## src/rtl/chan_mux_seq_if.sv

```systemverilog
// Bus bundle for chan_mux_seq: per-channel operand words in, one
// registered word out under a valid/ready handshake, plus scan status.
interface chan_mux_seq_if #(
    parameter int WIDTH    = 16,
    parameter int CHANNELS = 4
);
    localparam int SEL_W = (CHANNELS > 1) ? $clog2(CHANNELS) : 1;

    logic                      mode;
    logic                      in_valid;
    logic [SEL_W-1:0]          sel;
    logic                      start;
    logic [CHANNELS*WIDTH-1:0] d_in;
    logic                      out_ready;
    logic                      out_valid;
    logic [WIDTH-1:0]          data_out;
    logic [SEL_W-1:0]          chan_out;
    logic                      busy;
    logic                      done;

    modport master (
        output mode, in_valid, sel, start, d_in, out_ready,
        input  out_valid, data_out, chan_out, busy, done
    );

    modport slave (
        input  mode, in_valid, sel, start, d_in, out_ready,
        output out_valid, data_out, chan_out, busy, done
    );
endinterface

```

## src/rtl/chan_mux_seq.sv

```systemverilog
// Registered N-channel word selector: direct per-request select or an
// automatic in-order scan of every channel, behind a 1-entry output register.
module chan_mux_seq #(
    parameter int WIDTH    = 16,
    parameter int CHANNELS = 4
) (
    input  logic          clk,
    input  logic          rst_n,
    chan_mux_seq_if.slave bus
);
    localparam int SEL_W = (CHANNELS > 1) ? $clog2(CHANNELS) : 1;
    localparam logic [SEL_W-1:0] LAST_IDX = SEL_W'(CHANNELS - 1);

    typedef enum logic [1:0] {
        S_IDLE,
        S_SCAN,
        S_WAIT
    } state_t;

    state_t           state;
    logic [SEL_W-1:0] idx;
    logic             out_valid_q;
    logic [WIDTH-1:0] data_q;
    logic [SEL_W-1:0] chan_q;
    logic             busy_q;
    logic             done_q;

    logic             slot_free;
    logic             xfer;
    logic [SEL_W-1:0] pick;
    logic [WIDTH-1:0] pick_word;

    assign slot_free = !out_valid_q || bus.out_ready;
    assign xfer      = out_valid_q && bus.out_ready;

    // Indices with no backing channel select zero rather than wrapping.
    always_comb begin
        // NOTE: every always_comb output gets a default first so no path can infer a latch.
        pick_word = '0;
        pick      = (state == S_SCAN) ? idx : bus.sel;
        for (int k = 0; k < CHANNELS; k++) begin
            if (pick == SEL_W'(k)) pick_word = bus.d_in[k*WIDTH +: WIDTH];
        end
    end

    always_ff @(posedge clk or negedge rst_n) begin
        if (!rst_n) begin
            // NOTE: the data/channel registers are reset too, so data_out reads 0 out of reset.
            state       <= S_IDLE;
            idx         <= '0;
            out_valid_q <= 1'b0;
            data_q      <= '0;
            chan_q      <= '0;
            busy_q      <= 1'b0;
            done_q      <= 1'b0;
        end else begin
            // NOTE: state is updated with <= only, so every branch sees pre-edge values.
            done_q <= 1'b0;
            case (state)
                S_IDLE: begin
                    if (!bus.mode && bus.in_valid && slot_free) begin
                        out_valid_q <= 1'b1;
                        data_q      <= pick_word;
                        chan_q      <= bus.sel;
                    end else if (xfer) begin
                        out_valid_q <= 1'b0;
                    end
                    if (bus.mode && bus.start) begin
                        idx    <= '0;
                        busy_q <= 1'b1;
                        state  <= S_SCAN;
                    end
                end

                S_SCAN: begin
                    if (slot_free) begin
                        out_valid_q <= 1'b1;
                        data_q      <= pick_word;
                        chan_q      <= idx;
                        if (idx == LAST_IDX) begin
                            idx   <= '0;
                            state <= S_WAIT;
                        end else begin
                            idx <= idx + SEL_W'(1);
                        end
                    end
                end

                S_WAIT: begin
                    // The final scan word must leave before done is signalled.
                    if (xfer) begin
                        out_valid_q <= 1'b0;
                        done_q      <= 1'b1;
                        busy_q      <= 1'b0;
                        state       <= S_IDLE;
                    end
                end

                default: state <= S_IDLE;
            endcase
        end
    end

    assign bus.out_valid = out_valid_q;
    assign bus.data_out  = data_q;
    assign bus.chan_out  = chan_q;
    assign bus.busy      = busy_q;
    assign bus.done      = done_q;
endmodule

```

## src/flat_wrapper.sv

```systemverilog
// flat-port wrapper written by rule: the top's interface ports become plain ports
module chan_mux_seq_flat 
#(
    parameter int WIDTH    = 16,
    parameter int CHANNELS = 4
)
  (clk, rst_n, bus_mode, bus_in_valid, bus_sel, bus_start, bus_d_in, bus_out_ready, bus_out_valid, bus_data_out, bus_chan_out, bus_busy, bus_done);
  chan_mux_seq_if #(.WIDTH(WIDTH), .CHANNELS(CHANNELS)) bus_i ();
  input  logic clk;
  input  logic rst_n;
  input wire logic [$bits(bus_i.mode)-1:0] bus_mode;
  input wire logic [$bits(bus_i.in_valid)-1:0] bus_in_valid;
  input wire logic [$bits(bus_i.sel)-1:0] bus_sel;
  input wire logic [$bits(bus_i.start)-1:0] bus_start;
  input wire logic [$bits(bus_i.d_in)-1:0] bus_d_in;
  input wire logic [$bits(bus_i.out_ready)-1:0] bus_out_ready;
  output wire logic [$bits(bus_i.out_valid)-1:0] bus_out_valid;
  output wire logic [$bits(bus_i.data_out)-1:0] bus_data_out;
  output wire logic [$bits(bus_i.chan_out)-1:0] bus_chan_out;
  output wire logic [$bits(bus_i.busy)-1:0] bus_busy;
  output wire logic [$bits(bus_i.done)-1:0] bus_done;
  assign bus_i.mode = bus_mode;
  assign bus_i.in_valid = bus_in_valid;
  assign bus_i.sel = bus_sel;
  assign bus_i.start = bus_start;
  assign bus_i.d_in = bus_d_in;
  assign bus_i.out_ready = bus_out_ready;
  assign bus_out_valid = bus_i.out_valid;
  assign bus_data_out = bus_i.data_out;
  assign bus_chan_out = bus_i.chan_out;
  assign bus_busy = bus_i.busy;
  assign bus_done = bus_i.done;
  chan_mux_seq #(.WIDTH(WIDTH), .CHANNELS(CHANNELS)) u_core (.clk(clk), .rst_n(rst_n), .bus(bus_i));
endmodule
```

## config.mk

```make
export PLATFORM = sky130hd
export DESIGN_NAME = chan_mux_seq_flat
export DESIGN_NICKNAME = d
export VERILOG_FILES = /design/src/rtl/chan_mux_seq_if.sv /design/src/rtl/chan_mux_seq.sv /design/src/flat_wrapper.sv
export SDC_FILE = /design/constraint.sdc
export NUM_CORES = 1
export LEC_CHECK = 0
export ABC_CLOCK_PERIOD_IN_PS = 2000
export BUFFER_PORTS_ARGS = -buffer_cell sky130_fd_sc_hd__buf_4
export CAP_MARGIN = 25
export CORE_MARGIN = 5
export CORE_UTILIZATION = 44
export DETAILED_ROUTE_END_ITERATION = 8
export GPL_TIMING_DRIVEN = 0
export HOLD_SLACK_MARGIN = 0.06
export PLACE_DENSITY = 0.8
export REMOVE_ABC_BUFFERS = 1
export SLEW_MARGIN = 20
export SYNTH_ARGS = -nofsm -noshare
export SYNTH_HDL_FRONTEND = slang
export SYNTH_SLANG_ARGS = --single-unit
```

## constraint.sdc

```tcl
create_clock -name clk -period 2 [get_ports clk]
set_input_delay 0.3 -clock clk [delete_from_list [all_inputs] [get_ports clk]]
set_output_delay 0.3 -clock clk [all_outputs]
set_load 0.02 [all_outputs]
```

==> impl.org <==
** Placement
- Total of buffers placed on input and output ports :: 92
- Gpl congestion :: 0.823
- Including well taps, the total number of placed cells is between 200 and 300.
- Detailed placement finished with a half-perimeter wire length of 3500 um.
- Worst slack after detailed placement :: -1150 ps

** Layout
- Relative to the synthesized area, the layout overhead comes to 55.0%.
- The repair_antennas step left the layout with diodes totalling 0.
- Core utilization of the finished layout :: 69.2%
- Fraction of final layout cells with drive strength greater than 1 :: approximately 50%
- Post-layout net count :: 329
- The finished layout holds 300 standard cells, fillers aside.

** Synth
- Netlist area before placement :: about 1600 um2
- sky130_fd_sc_hd__dfrtp_1 takes more of the synthesized area than any other cell.
- By area the synthesized netlist is led by sky130_fd_sc_hd__dfrtp_1, sky130_fd_sc_hd__mux2i_1, sky130_fd_sc_hd__a221oi_2.
- Synthesis handed over a netlist of 155 instances.
- Yosys Warn Count :: 0
- Flop and latch count out of synthesis :: 25
- Each instance of the synthesized netlist takes up on average 10.4 um2.
- In this run, distinct cell masters in the synthesized netlist total 35.
- Sequential fraction of the synthesis area :: just under 40%
- Share of Yosys cell area claimed by the top area cell type :: 38.9%

** GRT
- Global routing consumed, on the met3 layer, 4.03% of the routing resources.
- Entering global routing, the biggest net connects 26 pins.
- Number of antenna violations at the first check in global routing :: 0
- Met1 usage :: 21.6%
- Peak-usage layer in the global routing report :: met2
- Number of global-route vias before repair :: between 1500 and 2000
- Global-route wire length before repair :: slightly below 8000 um
- Global routing consumed, over all layers together, 18.9% of the routing resources.
- Grt met2 use :: 34.0%
- Total congestion overflow after global routing :: 0

** Drt
- Dividing the detail-routed wire length by the instance count gives around 16 um.
- DRC violations left :: 0
- For this block, the routed nets add up to 4700 um of wire.
- Total iterations of the first detailed-routing run :: 4
- The first routing iteration left between 50 and 60 violations.
- Routed vias :: ~1600
- Vias per cell :: 5.34
- The detail route stage leaves a number of antenna-violating nets equal to 0.

** STA
- In this run the tightest slew margin relative to its limit is 71.6%.
- The worst path uses a little over 90% of the clock period.
- Timing would allow up to 542 MHz.
- Setup slack closes at around 160 ps.
- The number of pins with negative max-slew slack in the final report was 0.
- Setup violations remaining at the end of the flow were counted as 0.
- Number of failing hold endpoints at the final stage :: 0
- Across the routed clock network, the largest skew measured is 2.65 ps.
- Setup repair after global routing left no endpoint under its margin.
- Post-layout minimum cycle time :: 1840 ps
- Final TNS setup :: 0 ps
- For the pin with the worst max-slew slack, the measured transition is 426 ps.

** Power and ir drop
- In this run the static leakage power is 1.18 nW.
- Power per standard cell area :: ~1600 nW/um2
- Post-route total power :: a little under 4 mW
- Across the VDD grid, the largest voltage drop is 1.19 mV.

** Critical path
- Type of the worst setup path :: flop to flop
- CP Capture Type :: flop
- Critical path launch point type :: flop
- For the worst setup path, the data arrival time is 1970 ps.
- In this run the worst path has a maximum fanout of 15.
- CP Data Required Time :: 2120 ps

** CTS
- Counting the buffers created by CTS gives 3.
- Clk sink count :: 25
- The clock passes through at most 2 buffers.
- Clock tree root driver cell :: sky130_fd_sc_hd__clkbuf_8
- Clock tree from TritonCTS :: yes
- Clock-pin slew of the registers on the worst-case setup and hold paths :: 90 ps
- At the later pin of the worst-skew pair, clock insertion delay measures ~260 ps.
- H-Tree Depth :: 1

** Floorplan
- The initial utilization of the core area, before any placement, comes to 44.6%.
- Die ar. :: between 4000 and 5000 um2
- DIE WIDTH :: 70.5 um
- Num ports :: 93
- Cell Rows :: 22
- The floorplan step set the die height to 70.5 um.
- The region available for standard cell placement spans 3610 um2.

** Flow run
- Max-cap violations in this run came to 0.

** Run status
- The run finished with clean final reports.

** Min path
- Class of the tightest hold or removal check :: primary input to flop
-- area by class of cell --
type	count	area, um2
well taps	48	60.1
repair buffers	103	808
multi-input cells	117	942
fillers	319	1110
flip-flops and latches	25	626
clock buffers	3	41.3
inverters	3	11.3
clock inverters	1	5.00
-- layout by cell type (no fill, tap or decap), drive strengths merged --
cell type / instances
mux2i: 16
nor2: 25
o31ai: 1
nor3: 3
o221ai: 2
a211oi: 1
and3: 1
and2: 2
a31oi: 3
inv: 3
clkinv: 1
nor3b: 1
nor2b: 2
mux2: 2
a32oi: 4
a21oi: 6
o22ai: 14
clkbuf: 3
buf: 102
nand2b: 8
o22a: 1
o21ai: 3
a21boi: 1
dfrtp: 25
a21o: 1
dlygate4sd3: 1
ha: 4
nand2: 2
a221oi: 14
-- Yosys cell counts --
cell	n
sky130_fd_sc_hd__o22ai_1	14
sky130_fd_sc_hd__a32oi_2	2
sky130_fd_sc_hd__buf_4	3
sky130_fd_sc_hd__nor2_1	24
sky130_fd_sc_hd__nor2b_1	1
sky130_fd_sc_hd__o31ai_1	1
sky130_fd_sc_hd__nand2_1	2
sky130_fd_sc_hd__a21o_1	1
sky130_fd_sc_hd__a32oi_1	2
sky130_fd_sc_hd__dfrtp_1	25
sky130_fd_sc_hd__mux2_2	2
sky130_fd_sc_hd__and3_1	1
sky130_fd_sc_hd__and2_1	2
sky130_fd_sc_hd__a21oi_1	5
sky130_fd_sc_hd__nor2_2	1
sky130_fd_sc_hd__ha_1	4
sky130_fd_sc_hd__a221oi_2	9
sky130_fd_sc_hd__a21boi_1	1
sky130_fd_sc_hd__a31oi_1	3
sky130_fd_sc_hd__o221ai_1	2
sky130_fd_sc_hd__buf_1	1
sky130_fd_sc_hd__inv_2	1
sky130_fd_sc_hd__o21ai_0	3
sky130_fd_sc_hd__buf_2	4
sky130_fd_sc_hd__mux2i_1	16
sky130_fd_sc_hd__buf_6	2
sky130_fd_sc_hd__nor3b_1	1
sky130_fd_sc_hd__a21oi_4	1
sky130_fd_sc_hd__inv_1	2
sky130_fd_sc_hd__a211oi_4	1
sky130_fd_sc_hd__a221oi_1	5
sky130_fd_sc_hd__nor2b_2	1
sky130_fd_sc_hd__nand2b_1	8
sky130_fd_sc_hd__nor3_1	3
sky130_fd_sc_hd__o22a_1	1
-- state kept, by name, summed over array words and instances, names as in the netlist --
name and cells:
u_core.state 2, u_core.bus.out_valid 1, u_core.bus.done 1, u_core.idx 2, u_core.bus.chan_out 2, u_core.bus.busy 1
u_core.bus.data_out 16
-- worst paths after layout --
| path | cells past startpoint | start | slack (ps) | endpoint |
|---|---|---|---|---|
| worst max-delay path | 6 | u_core.state[0] | 160 | u_core.bus.data_out[12] |
| worst min-delay path | 3 | bus_d_in[52] | 310 | u_core.bus.data_out[4] |
| worst max register to register | 6 | u_core.state[0] | 160 | u_core.bus.data_out[12] |
| worst min register to register | 2 | u_core.bus.chan_out[0] | 510 | u_core.bus.chan_out[0] |
| max in group asynchronous | 2 | rst_n | 1280 | u_core.bus.data_out[10] |
| min in group asynchronous | 2 | rst_n | 470 | u_core.state[0] |
-- where the power goes --
group | leakage, nW | switching [mW] | internal (mW)
sequential | 0.284 | 0.177 | 0.749
combinational | 0.869 | 1.43 | 1.27
clock | 0.0255 | 0.153 | 0.139
total | 1.18 | 1.76 | 2.16
-- metal layers --
layer / up-vias / wire [um]
met5: - / 0
met4: 0 / 95
met3: 8 / 270
met2: 50 / 2470
met1: 757 / 1860
li1: 787 / -
-- critical path, stage by stage, from the launching register on --
cell and delay (ps):
sky130_fd_sc_hd__dfrtp_1 430, sky130_fd_sc_hd__inv_1 100, sky130_fd_sc_hd__ha_2 260, sky130_fd_sc_hd__nor2_2 70, sky130_fd_sc_hd__a211oi_4 210, sky130_fd_sc_hd__and2_2 470
sky130_fd_sc_hd__a221oi_1 140
-- through the flow --
step | instance area, um2 | hold WS [ps]
5_1_grt | 2490 | 303
4_1_cts | 2460 | 301
2_1_floorplan | 1540 | 4.41
3_5_place_dp | 2300 | 224
6_report | 2490 | 307
3_3_place_gp | 2290 | 223
-- cells by family (layout without fill, tap and decap cells) --
kind of cell | after synthesis | count (layout) | synth area share [%]
mux | 18 | 18 | 11.4
fa+ha+maj | 4 | 4 | 3.11
simple gates | 44 | 44 | 13.1
compound gates | 51 | 51 | 28.6
buf+inv | 13 | 110 | 4.98
flops | 25 | 25 | 38.9
-- timing repair --
action / in CTS / in global routing
hold endpoints to repair: 25 / 0
gates resized for setup: 5 / 2
endpoints found under the setup margin: 19 / 14
pin swaps: 3 / 0
setup buffers: 6 / 3
hold buffers: 1 / 0
Note: power is estimated with default switching activity, not from simulation.
